File: src/rtl/bram_port_arbiter_pkg.sv
// Shared definitions for the block-RAM port arbiter.
//   arb_state_e : arbiter FSM encoding (free arbitration vs. held lock)
//   Def*        : default geometry for a 16K x 32 RAM port with 4 requesters
//   idx_w()     : index width for a requester count (never below 1 bit)
package bram_port_arbiter_pkg;

  typedef enum logic [0:0] {
    StArb    = 1'b0,
    StLocked = 1'b1
  } arb_state_e;

  localparam int unsigned DefNumReq = 4;
  localparam int unsigned DefAddrW  = 14;
  localparam int unsigned DefDataW  = 32;

  // Lock idle counter width; covers timeouts up to 255 cycles.
  localparam int unsigned LockCntW  = 8;

  function automatic int unsigned idx_w(input int unsigned n);
    return (n > 1) ? $clog2(n) : 1;
  endfunction

endpackage

File: src/rtl/bram_port_arbiter_rr_priority_pick.sv
// Round-robin priority picker (purely combinational).
//   req_i : request vector
//   ptr_i : highest-priority position; search proceeds upward and wraps
//   gnt_o : one-hot grant of the first set request at or after ptr_i, 0 if none
//   idx_o : binary index of gnt_o (0 when gnt_o is 0)
module bram_port_arbiter_rr_priority_pick
  import bram_port_arbiter_pkg::*;
#(
  parameter int unsigned NumReq = DefNumReq,
  parameter int unsigned IdxW   = idx_w(NumReq)
) (
  input  logic [NumReq-1:0] req_i,
  input  logic [IdxW-1:0]   ptr_i,
  output logic [NumReq-1:0] gnt_o,
  output logic [IdxW-1:0]   idx_o
);

  always_comb begin
    logic            found;
    logic [IdxW-1:0] cand;
    int unsigned     pos;
    found = 1'b0;
    cand  = '0;
    pos   = 0;
    gnt_o = '0;
    idx_o = '0;
    for (int unsigned k = 0; k < NumReq; k++) begin
      pos = 32'(ptr_i) + k;
      if (pos >= NumReq) begin
        pos = pos - NumReq;
      end
      cand = IdxW'(pos);
      if (!found && req_i[cand]) begin
        found       = 1'b1;
        gnt_o[cand] = 1'b1;
        idx_o       = cand;
      end
    end
  end

endmodule

File: src/rtl/bram_port_arbiter.sv
// Shares one port of a true-dual-port block RAM between NumReq requesters.
//   clk_i / rst_i        : clock, asynchronous active-high reset
//   req_valid_i/ready_o  : per-requester handshake; ready is a one-hot grant
//   req_we_i, req_lock_i : op type and "keep grant after this op"
//   req_addr_i/wdata_i   : packed per-requester command fields
//   rsp_valid_o/rdata_o  : one-hot read-data strobe and data, 2 edges after accept
//   bram_*               : registered command to the RAM port, registered read data back
// Arbitration is round-robin; a lock pins the grant to its owner until the owner
// issues an unlocked op or stays idle for LockTimeout consecutive cycles.
module bram_port_arbiter
  import bram_port_arbiter_pkg::*;
#(
  parameter int unsigned NumReq      = DefNumReq,
  parameter int unsigned AddrW       = DefAddrW,
  parameter int unsigned DataW       = DefDataW,
  parameter int unsigned LockTimeout = 15,
  localparam int unsigned IdxW       = idx_w(NumReq)
) (
  input  logic                    clk_i,
  input  logic                    rst_i,
  input  logic [NumReq-1:0]       req_valid_i,
  output logic [NumReq-1:0]       req_ready_o,
  input  logic [NumReq-1:0]       req_we_i,
  input  logic [NumReq-1:0]       req_lock_i,
  input  logic [NumReq*AddrW-1:0] req_addr_i,
  input  logic [NumReq*DataW-1:0] req_wdata_i,
  output logic [NumReq-1:0]       rsp_valid_o,
  output logic [DataW-1:0]        rsp_rdata_o,
  output logic                    bram_we_o,
  output logic [AddrW-1:0]        bram_addr_o,
  output logic [DataW-1:0]        bram_din_o,
  input  logic [DataW-1:0]        bram_dout_i
);

  function automatic logic [NumReq-1:0] to_oh(input logic [IdxW-1:0] i);
    logic [NumReq-1:0] oh;
    oh    = '0;
    oh[i] = 1'b1;
    return oh;
  endfunction

  arb_state_e          state_q;
  logic [IdxW-1:0]     ptr_q;
  logic [IdxW-1:0]     owner_q;
  logic [LockCntW-1:0] lock_cnt_q;

  logic                bram_we_q;
  logic [AddrW-1:0]    bram_addr_q;
  logic [DataW-1:0]    bram_din_q;

  // Read tag pipe: stage 1 travels with the RAM command, stage 2 with the RAM read.
  logic                rd1_vld_q;
  logic [IdxW-1:0]     rd1_idx_q;
  logic                rd2_vld_q;
  logic [IdxW-1:0]     rd2_idx_q;
  logic [NumReq-1:0]   rsp_valid_q;
  logic [DataW-1:0]    rsp_rdata_q;

  logic [NumReq-1:0]   pick_gnt;
  logic [IdxW-1:0]     pick_idx;
  logic [NumReq-1:0]   ready;
  logic [IdxW-1:0]     gnt_idx;
  logic                accept;
  logic                acc_we;
  logic                acc_lock;
  logic [AddrW-1:0]    acc_addr;
  logic [DataW-1:0]    acc_wdata;
  logic [IdxW-1:0]     next_ptr;

  bram_port_arbiter_rr_priority_pick #(
    .NumReq (NumReq),
    .IdxW   (IdxW)
  ) u_pick (
    .req_i (req_valid_i),
    .ptr_i (ptr_q),
    .gnt_o (pick_gnt),
    .idx_o (pick_idx)
  );

  always_comb begin
    if (state_q == StLocked) begin
      gnt_idx = owner_q;
      ready   = to_oh(owner_q) & req_valid_i;
    end else begin
      gnt_idx = pick_idx;
      ready   = pick_gnt;
    end
    accept    = |ready;
    acc_we    = req_we_i[gnt_idx];
    acc_lock  = req_lock_i[gnt_idx];
    acc_addr  = req_addr_i[32'(gnt_idx)*AddrW +: AddrW];
    acc_wdata = req_wdata_i[32'(gnt_idx)*DataW +: DataW];
    next_ptr  = (gnt_idx == IdxW'(NumReq - 1)) ? '0 : IdxW'(gnt_idx + 1'b1);
  end

  always_ff @(posedge clk_i or posedge rst_i) begin
    if (rst_i) begin
      state_q     <= StArb;
      ptr_q       <= '0;
      owner_q     <= '0;
      lock_cnt_q  <= '0;
      bram_we_q   <= 1'b0;
      bram_addr_q <= '0;
      bram_din_q  <= '0;
      rd1_vld_q   <= 1'b0;
      rd1_idx_q   <= '0;
      rd2_vld_q   <= 1'b0;
      rd2_idx_q   <= '0;
      rsp_valid_q <= '0;
      rsp_rdata_q <= '0;
    end else begin
      // Command stage; address and data hold their last value when idle.
      bram_we_q <= accept & acc_we;
      if (accept) begin
        bram_addr_q <= acc_addr;
        bram_din_q  <= acc_wdata;
        rd1_idx_q   <= gnt_idx;
      end
      rd1_vld_q <= accept & ~acc_we;

      // RAM samples the command at the next edge; its registered output is
      // valid one edge later, where it is captured together with the tag.
      rd2_vld_q   <= rd1_vld_q;
      rd2_idx_q   <= rd1_idx_q;
      rsp_valid_q <= rd2_vld_q ? to_oh(rd2_idx_q) : '0;
      if (rd2_vld_q) begin
        rsp_rdata_q <= bram_dout_i;
      end

      unique case (state_q)
        StArb: begin
          if (accept) begin
            ptr_q <= next_ptr;
            if (acc_lock) begin
              state_q    <= StLocked;
              owner_q    <= gnt_idx;
              lock_cnt_q <= '0;
            end
          end
        end
        StLocked: begin
          // In this state accept is exactly "owner valid".
          if (accept) begin
            lock_cnt_q <= '0;
            if (!acc_lock) begin
              state_q <= StArb;
              ptr_q   <= next_ptr;
            end
          end else if (lock_cnt_q == LockCntW'(LockTimeout - 1)) begin
            state_q    <= StArb;
            lock_cnt_q <= '0;
          end else begin
            lock_cnt_q <= lock_cnt_q + 1'b1;
          end
        end
        default: state_q <= StArb;
      endcase
    end
  end

  assign req_ready_o = ready;
  assign rsp_valid_o = rsp_valid_q;
  assign rsp_rdata_o = rsp_rdata_q;
  assign bram_we_o   = bram_we_q;
  assign bram_addr_o = bram_addr_q;
  assign bram_din_o  = bram_din_q;

endmodule

File: config.mk
export PLATFORM = sky130hd
export DESIGN_NAME = bram_port_arbiter
export DESIGN_NICKNAME = d
export VERILOG_FILES = /design/src/rtl/bram_port_arbiter_pkg.sv /design/src/rtl/bram_port_arbiter_rr_priority_pick.sv /design/src/rtl/bram_port_arbiter.sv
export SDC_FILE = /design/constraint.sdc
export NUM_CORES = 1
export LEC_CHECK = 0
export BUFFER_PORTS_ARGS = -buffer_cell sky130_fd_sc_hd__buf_2
export CELL_PAD_IN_SITES_DETAIL_PLACEMENT = 1
export CELL_PAD_IN_SITES_GLOBAL_PLACEMENT = 1
export CORE_ASPECT_RATIO = 2
export CORE_UTILIZATION = 37
export DETAILED_ROUTE_END_ITERATION = 16
export HOLD_SLACK_MARGIN = 0.15
export PLACE_DENSITY = 0.85
export SLEW_MARGIN = 20
export SYNTH_ARGS = -nofsm -noshare
export SYNTH_HDL_FRONTEND = slang
export SYNTH_SLANG_ARGS = --single-unit
File: constraint.sdc
create_clock -name clk_i -period 9.1 [get_ports clk_i]
set_input_delay 2.73 -clock clk_i [delete_from_list [all_inputs] [get_ports clk_i]]
set_output_delay 2.73 -clock clk_i [all_outputs]
set_load 0.03 [all_outputs]
==> flow_metrics.tcl <==
set metrics [dict create \
    fin_ws_ps 1620 \
    cts_hold_buf 0 \
    core_mm2 0.0163 \
    grt_pass1_vias 5835 \
    ys_warn_count 0 \
    slew_violations 0 \
    dp_cells 1044 \
    swShare_pct 49.5 \
    chipWidth_um 93.1 \
    worstPathMaxFanout 15 \
    portBuffers 316 \
    grt_max_degree 108 \
    rows 66 \
    syn_area_mm2 0.00613 \
    reg2reg_depth 11 \
    synth_most_common_cell "dfrtp_1" \
    post-cts-setup-buffers 0 \
    ant_nets 0 \
    synthCells 560 \
    rsz0062_at_grt "false" \
    min_to "rd2_vld_q" \
    hold_viol 0 \
    synth-seq-cells 102 \
    p_clk_share_pct 10.1 \
    instances_no_fill 1061 \
    pin_count 317 \
    vdd_drop_max_v 0.000877 \
    crit_type "input pin to output port" \
    gr-usage-all-layers_pct 23.5 \
    hold_depth 0 \
    dp_hpwl_mm 16.1 \
    rr_endpoint "bram_din_o[26]" \
    synth-async-reset-ratio_pct 100 \
    power.switching_uw 1870 \
    htree_levels 3 \
    crit_chain "buf_2, mux4_2, or3b_2, a221oi_1, a211o_1, buf_2" \
    worstHoldStart "rd1_vld_q" \
    dieArea_mm2 0.0171 \
    worstMarginPinSlew_ps 1070 \
    worst_setup_path_end_kind "output port" \
    synth_common_cells "dfrtp_1 (102), mux2i_1 (97), mux2_2 (84)" \
    setup_viol 0 \
    status "finished, final reports clean" \
    clk_latency_ps 350 \
    dr_total_vias 5549 \
    sequentialPowerShare_pct 22.2 \
    max_stage_delay_ps 610 \
    synth-edff-count 0 \
    p_per_area_mw_per_mm2 467 \
    numCtsBuffers 9 \
    yosys.area.top_type "dfrtp_1" \
    reg2reg_from "ptr_q[0]" \
    path_delay_family "multiplexers" \
    place.gp.congestion 0.874 \
    r2r_setup_slack_ps 4240 \
    comb_power_share_pct 67.6 \
    antenna_found_initial 1 \
    tns_ps 0 \
    cts_resized 0 \
    path_common_cell "buf_2" \
    synth.top_cell.area_share_pct 41.6 \
    clock_path_buffers 2 \
    route.detailed.drc 0 \
    p_int_uw 1910 \
    synth_area_leaders "dfrtp_1 (42%), mux2i_1 (16%), mux2_2 (15%), nand2_1 (3.5%), o21ai_0 (2.9%)" \
    synthToLayoutAreaGrowth_pct 31.8 \
    firstDrtPassIters 4 \
    cap_violations 0 \
    multi_input_area_mm2 0.00329 \
    finalClockSkew_ps 14.7 \
    overflow 0 \
    min_path_type "flop to flop" \
    place_worst_setup_slack_ps 1640 \
    clock_sinks 102 \
    drt_iter0_drc 140 \
    worst_ep_required_time_ps 6370 \
    via_per_inst 5.23 \
    clock-root-buffer "clkbuf_16" \
    slew_headroom_pct 28.7 \
    wl_mm 20.2 \
    cts_tree "done" \
    nFillCells 1964 \
    fin_nets 1090 \
    synth.avg_cell_area_um2 11.0 \
    path_buf_inv 2 \
    period_share_pct 82.2 \
    grt_pass1_wl_mm 30.7 \
    leakage_uw 0.00403 \
    die_y_um 184 \
    drive_gt1_share_pct 51.5 \
    wl_per_cell_um 19.1 \
    syn_nets 799 \
    period_minus_slack_ps 7480 \
    regArea_mm2 0.00255 \
    cp_slowest_cell "mux4_2" \
    yosysSeqAreaShare_pct 41.6 \
    clock.fmax_mhz 134 \
    synth_flop_cell "dfrtp_1" \
    path_clk_slew_ps 70 \
    ys_types 54 \
    final_core_util_pct 49.7 \
    worstPathArrival_ps 4750 \
    start_kind "input pin" \
    initial_utilization_pct 37.7 \
]
==> cells by family after synthesis <==
family                     after synthesis  synth area share, %
muxes                                  184                 32.3
and+or+nand+nor                        112                 9.34
DFF                                    102                 41.6
AOI/OAI and AO/OA                       93                 9.89
buffers and inverters                   59                 4.83
adders and majority gates                9                 1.84
xor gates and xnor gates                 1                0.143
==> power by group through the flow <==
stage          logic (µW)  clock network, µW  registers [µW]
2_1_floorplan        1650                  0            1190
3_3_place_gp         2500                  0             831
3_5_place_dp         2590                  0             853
4_1_cts              2590                396             845
5_1_grt              2780                412             871
6_report             2550                383             841
==> cell type report <==
type / instances / share of cell area, %
multi-input cells: 399 / 40.6
flip-flops and latches: 102 / 31.6
repair buffers: 321 / 20.0
well taps: 204 / 3.16
clock buffers: 9 / 2.78
clock inverters: 7 / 0.913
inverters: 18 / 0.897
diodes: 1 / 0.0309
==> metal layers <==
layer	global-route usage, %	wire [µm]	vias to the layer above
li1	-	-	2615
met1	24.0	7140	2714
met2	46.0	11600	187
met3	3.42	880	33
met4	9.66	662	0
met5	0	0	-
==> per-stage QoR <==
stage	cell area (µm²)	hold WS [ps]	total power, µW
6_report	8090	360	3780
4_1_cts	8090	361	3830
3_3_place_gp	7790	337	3330
5_1_grt	8090	364	4060
2_1_floorplan	6130	331	2830
3_5_place_dp	7790	345	3440
==> flip-flops by register name (all words and copies together), names as in the netlist <==
signal,flops
rsp_rdata_o,32
bram_din_o,32
rsp_valid_o,4
rd1_vld_q,1
ptr_q,2
rd1_idx_q,2
rd2_vld_q,1
lock_cnt_q,8
bram_addr_o,14
owner_q,2
rd2_idx_q,2
state_q,1
bram_we_o,1
==> cells in the final DEF (no fill, tap or decap), drive strengths merged, types with 8 or more instances in the layout <==
| cell type | n |
|---|---|
| a21oi | 8 |
| buf | 321 |
| clkbuf | 9 |
| dfrtp | 102 |
| ha | 9 |
| inv | 21 |
| mux2 | 84 |
| mux2i | 97 |
| nand2 | 59 |
| nor2 | 10 |
| o21ai | 48 |
==> worst max path at each step <==
stage	from	endpoint	slack, ps	depth (start not counted)
final	req_valid_i[2]	req_ready_o[0]	1620	6
after detailed placement	req_valid_i[2]	req_ready_o[0]	1640	6
after global placement	req_valid_i[2]	req_ready_o[3]	1670	6
after CTS	req_valid_i[2]	req_ready_o[0]	1630	6
after global routing	req_valid_i[2]	req_ready_o[3]	1550	6
after floorplan	req_valid_i[2]	req_ready_o[1]	2010	5
Note: power is estimated with default switching activity, not from simulation.
